`config.mk`:
```
export PLATFORM = sky130hd
export DESIGN_NAME = led_blink_coder
export DESIGN_NICKNAME = d
export VERILOG_FILES = /design/src/rtl/led_blink_coder_pkg.sv /design/src/rtl/led_blink_coder_ms_tick_gen.sv /design/src/rtl/led_blink_coder.sv
export SDC_FILE = /design/constraint.sdc
export NUM_CORES = 1
export LEC_CHECK = 0
export BUFFER_PORTS_ARGS = -buffer_cell sky130_fd_sc_hd__buf_2
export CAP_MARGIN = 0
export CORE_MARGIN = 3
export CORE_UTILIZATION = 43
export DETAILED_ROUTE_END_ITERATION = 6
export PLACE_DENSITY = 0.71
export SLEW_MARGIN = 25
export SYNTH_ARGS = -nofsm -noshare
export SYNTH_HDL_FRONTEND = slang
export SYNTH_SLANG_ARGS = --single-unit
```
`constraint.sdc`:
```
create_clock -name CLK -period 2.9 [get_ports CLK]
set_clock_uncertainty 0.1 [all_clocks]
set_input_delay 0.58 -clock CLK [delete_from_list [all_inputs] [get_ports CLK]]
set_output_delay 0.58 -clock CLK [all_outputs]
set_load 0.01 [all_outputs]
```
`src/rtl/led_blink_coder_pkg.sv`:
```
// led_blink_coder_pkg: shared state encoding and counter width for the blink-code LED driver
package led_blink_coder_pkg;
  typedef enum logic [1:0] {IDLE, ON, OFF, GAP} state_t;
  localparam int MS_W = 16;
endpackage

```
`src/rtl/led_blink_coder_ms_tick_gen.sv`:
```
// ms_tick_gen: prescaler emitting a 1-cycle tick every TICKS cycles, synchronously clearable
module ms_tick_gen #(
  parameter int TICKS = 10
) (
  input  logic clk,
  input  logic rst_n,
  input  logic clr,
  output logic tick
);
  localparam int W = TICKS > 1 ? $clog2(TICKS) : 1;
  logic [W-1:0] cnt_q, cnt_d;
  always_comb begin
    tick  = cnt_q == W'(TICKS - 1);
    cnt_d = (clr || tick) ? '0 : cnt_q + W'(1);
  end
  always_ff @(posedge clk or negedge rst_n)
    if (!rst_n) cnt_q <= '0;
    else cnt_q <= cnt_d;
endmodule

```
`src/rtl/led_blink_coder.sv`:
```
// led_blink_coder: shows a status code as a burst of N blinks followed by a dark gap
module led_blink_coder
  import led_blink_coder_pkg::*;
#(
  parameter int CLOCK_FREQ = 100000000,
  parameter int CODE_W     = 4,
  parameter int ON_MS      = 200,
  parameter int OFF_MS     = 200,
  parameter int GAP_MS     = 1000
) (
  input  logic              CLK,
  input  logic              RESETN,
  input  logic [CODE_W-1:0] CODE,
  input  logic              CODE_VALID,
  output logic              CODE_READY,
  output logic              LED,
  output logic              BUSY
);
  localparam int TICKS_PER_MS = CLOCK_FREQ / 1000;
  localparam logic [CODE_W-1:0] CODE_OFF   = '0;
  localparam logic [CODE_W-1:0] CODE_SOLID = '1;
  localparam logic [MS_W-1:0] ON_END  = MS_W'(ON_MS - 1);
  localparam logic [MS_W-1:0] OFF_END = MS_W'(OFF_MS - 1);
  localparam logic [MS_W-1:0] GAP_END = MS_W'(GAP_MS - 1);
  state_t            state_q, state_d;
  logic [CODE_W-1:0] pending_q, pending_d, cur_q, cur_d, blink_q, blink_d, start_code;
  logic [MS_W-1:0]   ms_q, ms_d;
  logic              led_q, led_d, ready_q, accept, start, active, clr, tick;
  ms_tick_gen #(.TICKS(TICKS_PER_MS)) u_tick (
    .clk  (CLK),
    .rst_n(RESETN),
    .clr  (clr),
    .tick (tick)
  );
  always_comb begin
    accept     = CODE_VALID && ready_q;
    pending_d  = accept ? CODE : pending_q;
    state_d    = state_q;
    cur_d      = cur_q;
    blink_d    = blink_q;
    led_d      = led_q;
    start      = 1'b0;
    start_code = pending_q;
    case (state_q)
      IDLE: start = 1'b1;
      ON: if (tick && ms_q == ON_END) begin
        state_d = blink_q == cur_q ? GAP : OFF;
        led_d   = 1'b0;
      end
      OFF: if (tick && ms_q == OFF_END) begin
        state_d = ON;
        led_d   = 1'b1;
        blink_d = blink_q + CODE_W'(1);
      end
      GAP: if (tick && ms_q == GAP_END) begin
        start      = 1'b1;
        start_code = pending_d;
      end
      default: state_d = IDLE;
    endcase
    // a code accepted on the gap-expiry edge bypasses pending straight into the next burst
    active = start_code != CODE_OFF && start_code != CODE_SOLID;
    if (start) begin
      cur_d   = start_code;
      blink_d = CODE_W'(active);
      state_d = active ? ON : IDLE;
      led_d   = active || start_code == CODE_SOLID;
    end
    clr  = start || state_d != state_q;
    ms_d = clr ? '0 : ms_q + MS_W'(tick);
  end
  always_ff @(posedge CLK or negedge RESETN)
    if (!RESETN) begin
      state_q   <= IDLE;
      pending_q <= '0;
      cur_q     <= '0;
      blink_q   <= '0;
      ms_q      <= '0;
      led_q     <= 1'b0;
      ready_q   <= 1'b0;
    end else begin
      state_q   <= state_d;
      pending_q <= pending_d;
      cur_q     <= cur_d;
      blink_q   <= blink_d;
      ms_q      <= ms_d;
      led_q     <= led_d;
      ready_q   <= 1'b1;
    end
  assign CODE_READY = ready_q;
  assign LED        = led_q;
  assign BUSY       = state_q != IDLE;
endmodule

```
# Word-level counts from Yosys, hierarchy flattened
# Index checks and enable logic that the tools add are counted.
totals:
  word_cells: 58
  input_bits: 7
  regBits: 49
  output_inout_bits: 3
classes:
  addsub: 3
  eq_ne: 12
  n_reduce_logical: 15
  mux: 20
ops:
  columns: ["cell", "count"]
  rows:
  - ["4-bit 2-to-1 mux", 6]
  - ["17-bit by 1-bit adder with 17-bit output, second input constant", 1]
  - ["17-bit == test, second input constant", 1]
  - ["17-bit 2-to-1 mux", 1]
  - ["16-bit by 1-bit adder with 16-bit output", 1]
  - ["16-bit by 10-bit == test with 1-bit output, second input constant", 1]
  - ["16-bit by 8-bit == test with 1-bit output, second input constant", 1]
  - ["16-bit 2-to-1 mux", 1]
  - ["1-bit 2-to-1 mux", 6]
  - ["2-bit 2-to-1 mux", 3]
  - ["3-bit inequality test, second input constant", 2]
  - ["2-bit nonzero test", 3]
  - ["4-bit by 1-bit adder with 4-bit output, second input constant", 1]
  - ["2-bit == test, second input constant", 2]
  - ["4-bit == test", 1]
  - ["4-bit == test, second input constant", 1]
  - ["1-bit logical AND", 4]
  - ["4-bit inequality test, second input constant", 1]
  - ["1-bit case mux with 2 select lines", 2]
  - ["2-bit case mux with 2 select lines", 1]
  - ["4-bit nonzero test", 1]
  - ["1-bit logical OR", 3]
  - ["3-bit AND reduction", 1]
  - ["3-bit nonzero test", 1]
  - ["other kinds (4)", 4]

# Logic depth before layout (Yosys ltp)
depth:
  ltp_word: 12
  depth_mapped: 10
  ltp_nobuf: 10

# Hierarchy
# From an unflattened synthesis, not the netlist that was laid out.
hier_totals:
  hier_cells: 264
  area_unflattened_um2: 2763.9
modules_own_cells:
  columns: ["module", "cells_each", "instances", "area_per_inst_um2", "seq_area_each_um2"]
  rows:
  - ["led_blink_coder", 177, 1, 1915.6, 800.8]
  - ["ms_tick_gen", 87, 1, 848.3, 425.4]

# Worst setup path before layout
# Ideal clock, no wire load.
synth_timing:
  path_type: "register to register"
  start: "register state_q[0]"
  end: "register ms_q[13]"
  setup_slack_ps: 529
  stages_incl_launch_ff: 10
  t_required_ps: 2729
  setup_ps: 71
  arrival_time_ps: 2199
  cell_sequence: "dfrtp_1 > buf_2 > inv_1 > ha_1 > nor2_1 > a211o_1 > mux2_4 > a211o_4 > buf_6 > nor2_1"
synth_between:
  elab_chain_cells: 9
  elab_cells_between_ends: 17
synth_rtl:
  columns: ["item", "line_no", "source"]
  rows:
  - ["start, declared", "led_blink_coder.sv:25", "state_t state_q, state_d;"]
  - ["start signal, assigned", "led_blink_coder.sv:82", "state_q <= state_d;"]
  - ["2-bit == test", "led_blink_coder.sv:44", "case (state_q)"]
  - ["4-bit 2-to-1 mux", "led_blink_coder.sv:44", null]
  - ["4-bit inequality test or 4-bit nonzero test (tied branches)", "led_blink_coder.sv:62", "active = start_code != CODE_OFF && start_code != CODE_SOLID;"]
  - ["1-bit logical AND", "led_blink_coder.sv:62", null]
  - ["1-bit 2-to-1 mux", "led_blink_coder.sv:66", "state_d = active ? ON : IDLE;"]
  - ["2-bit 2-to-1 mux", "led_blink_coder.sv:63", "if (start) begin"]
  - ["2-bit inequality test", "led_blink_coder.sv:69", "clr = start || state_d != state_q;"]
  - ["1-bit logical OR *", "led_blink_coder.sv:69", null]
  - ["16-bit 2-to-1 mux *", "led_blink_coder.sv:70", "ms_d = clr ? '0 : ms_q + MS_W'(tick);"]
  - ["net ms_d[13]", "led_blink_coder.sv:27", "logic [MS_W-1:0] ms_q, ms_d;"]
  - ["end signal, assigned", "led_blink_coder.sv:86", "ms_q <= ms_d;"]
  - ["end, declared", "led_blink_coder.sv:27", null]
# The timed path passes the listed nets; every way through them passes the cells marked *.
# A chain may end at the register's enable or synchronous reset.

# Final worst setup path
layout_timing:
  start: "register state_q[0]"
  end: "register ms_q[9]"
# Same word-level chain as after synthesis.

==> results.toml <==
[status]
status = "finished, final reports clean"

[finish]
antenna_cells = 0
final_cell_mix = "49 x dfrtp_1, 43 x nor2_1, 30 x nand2_1"
layout.core_utilization = 0.4850
n_fill_cell = 566
final_common_cell = "dfrtp_1"
syn2layout_area_growth_pct = 8.302
finalNetCount = 293
drive_gt1_frac = 0.1326
stdcell_count = 354

[floorplanning]
die_x_um = 84.99
die_area_um2 = 7222
rows = 28
die_height_um = 84.99
io_pins = 10
core_area_um2 = 5991
start_util = 0.4478

[worst_setup_path]
path_class = "flop to flop"
r2r-end = "ms_q[9]"
crit_path_max_incr_delay_ps = 540
ff2ff_path_depth = 7
cp_slowest_cell = "dfrtp_1"
r2r-start = "state_q[0]"
setup.worst_path.end_class = "flop"
arrival_ps = 2760
setup.worst_path.start = "state_q[0]"
path_buf_inv = 1
required_ps = 3030
critical_path.top_delay_family = "compound AO/OA/AOI/OAI gates"
cpMostUsedCell = "nor2_1"
cp_max_fo = 24
rrSetupSlack_ps = 270
start_kind = "flop"
crit_path_cell_trace = "inv_1 > ha_1 > nor2_1 > a211o_1 > mux2_4 > a211o_4 > nor2_1"

[place]
dp_hpwl_um = 3534
gp_congestion = 0.7932
place_inst = 346
port_buffers = 9
preCtsSetupSlack_ps = 305.9

[timing]
setup_tns_ps = 0
setup_viol_count_final = 0
rsz0062_at_grt = "false"
finalCritPeriodShare = 0.9063
hold_viol = 0
min_period_ps = 2628
max_freq_mhz = 380.5
layout_setup_ws_ps = 271.7
finalMaxSlewViolations = 0

[yosys]
yosys.area.top_type_share = 0.4571
synthFlopType = "dfrtp_1"
synth_cell_types = 47
synth_area_per_cell_um2 = 10.12
netlist_instances = 265
post-synth-top-area-cell = "dfrtp_1"
async_flop_share = 1.000
yosysWarningCount = 0
synth.ff_latch_count = 49
synth_edf_count = 0
syn_area_um2 = 2683
yosys-top-cells-area = "dfrtp_1 46%, xor2_1 8.2%, nor2_1 6.0%"
synth-seq-area-share = 0.4571
synth_fp_nets = 280

[routing]
viasPerCell = 5.500
wire_per_inst_um = 14.03
drc = 0
dr.pass1.iters = 4
drt.antenna.violating_nets = 0
drt-initial-drc-count = 95
num_vias = 1947
drt_wl_total_um = 4966

[grt]
grt_pass1_vias = 1880
grt_max_degree = 29
overflow = 0
grt_usage = 0.1491
grt_pass1_wl_um = 8721
antenna_found_initial = 0

[cts]
hold_buffers = 0
cts_buffers = 5
postCtsSetupRepairBufs = 0
cts-htree-levels = 2
cts-root-buf = "clkbuf_8"
worstSkewPairLatency_ps = 310
cts_tree = "built"
clock_path_buffers = 2
cts.sinks = 49
postCtsResizedCells = 0
clk_pin_slew_ps = 90

[power]
power.density_nw_per_um2 = 427.4
ir_worst_vdd_mv = 0.2154
power_leakage_nw = 1.324
total_power_mw = 1.242

[hold_path]
hold_class = "input port to async pin"

[flow_run]
maxCapViolations = 0
[worst max-delay path by stage]
stage	endpoint	cells past startpoint
floorplan	ms_q[13]	9
global route	ms_q[15]	7
finish	ms_q[9]	7
CTS	ms_q[9]	7
detailed placement	ms_q[9]	7
global placement	u_tick.cnt_q[2]	7
[report_power, final]
| group | leakage [nW] | switching [mW] | internal, mW |
|---|---|---|---|
| combinational | 0.646 | 0.0296 | 0.0176 |
| clock | 0.0554 | 0.235 | 0.259 |
| sequential | 0.623 | 0.00855 | 0.692 |
[state kept, by name, summed over array words and instances, names as in the netlist]
register,flops
u_tick.cnt_q,17
ms_q,16
blink_q,4
cur_q,4
pending_q,4
state_q,2
CODE_READY,1
LED,1
[cells in the mapped netlist, types with 2 or more instances]
library cell	count
a21oi_1	2
a31oi_1	2
and2_1	2
and3_1	5
and3b_1	2
and4_1	4
buf_6	3
dfrtp_1	49
ha_1	8
inv_1	3
mux2_2	4
mux2i_1	7
nand2_1	30
nand3_1	16
nand4_1	5
nor2_1	43
nor2_2	2
nor3_1	5
nor3_4	2
nor4_1	3
nor4b_2	2
o21a_1	2
o21ai_0	5
o21ai_1	2
or3_1	2
xnor2_1	10
xor2_1	25
[cells by family after synthesis]
family,after synthesis,synth area share
and+or+nand+nor,134,0.2752
DFF,49,0.4571
xor gates and xnor gates,35,0.1143
AOI/OAI and AO/OA,18,0.04618
muxes,12,0.04851
adders and majority gates,8,0.03731
buffers and inverters,8,0.02005
other,1,0.001398
[worst register-to-register path: cells and delay by family, from the launching register on]
family / cells / cell delay (ps)
fa+ha+maj: 1 / 450
compound gates: 2 / 740
mux: 1 / 280
simple gates: 2 / 280
buf+inv: 1 / 170
flops: 1 / 540
[final cells by class]
type | count | area [um2] | area share
sequential | 49 | 1226 | 0.4221
inverter | 3 | 11.26 | 0.003876
multi-input combinational | 208 | 1403 | 0.4828
tap | 75 | 93.84 | 0.03230
timing repair buffer | 11 | 60.06 | 0.02067
clock inverter | 2 | 38.79 | 0.01335
clock buffer | 6 | 72.57 | 0.02498
[per-stage QoR]
step	area (um2)	hold WS (ps)
CTS	2905	137.6
global route	2905	142.4
finish	2905	119.9
detailed placement	2794	382.1
floorplan	2683	184.4
global placement	2794	367.2
[per-layer routing]
metal | share of wire | wire, um | vias up | GRT usage
li1 | - | - | 939 | -
met3 | 0.034 | 170 | 8 | 0.03883
met1 | 0.51 | 2516 | 965 | 0.2106
met4 | 0.014 | 72 | 0 | 0.04317
met2 | 0.44 | 2207 | 35 | 0.2267
met5 | 0 | 0 | - | 0
No activity file was read; power rests on OpenSTA's default activity.
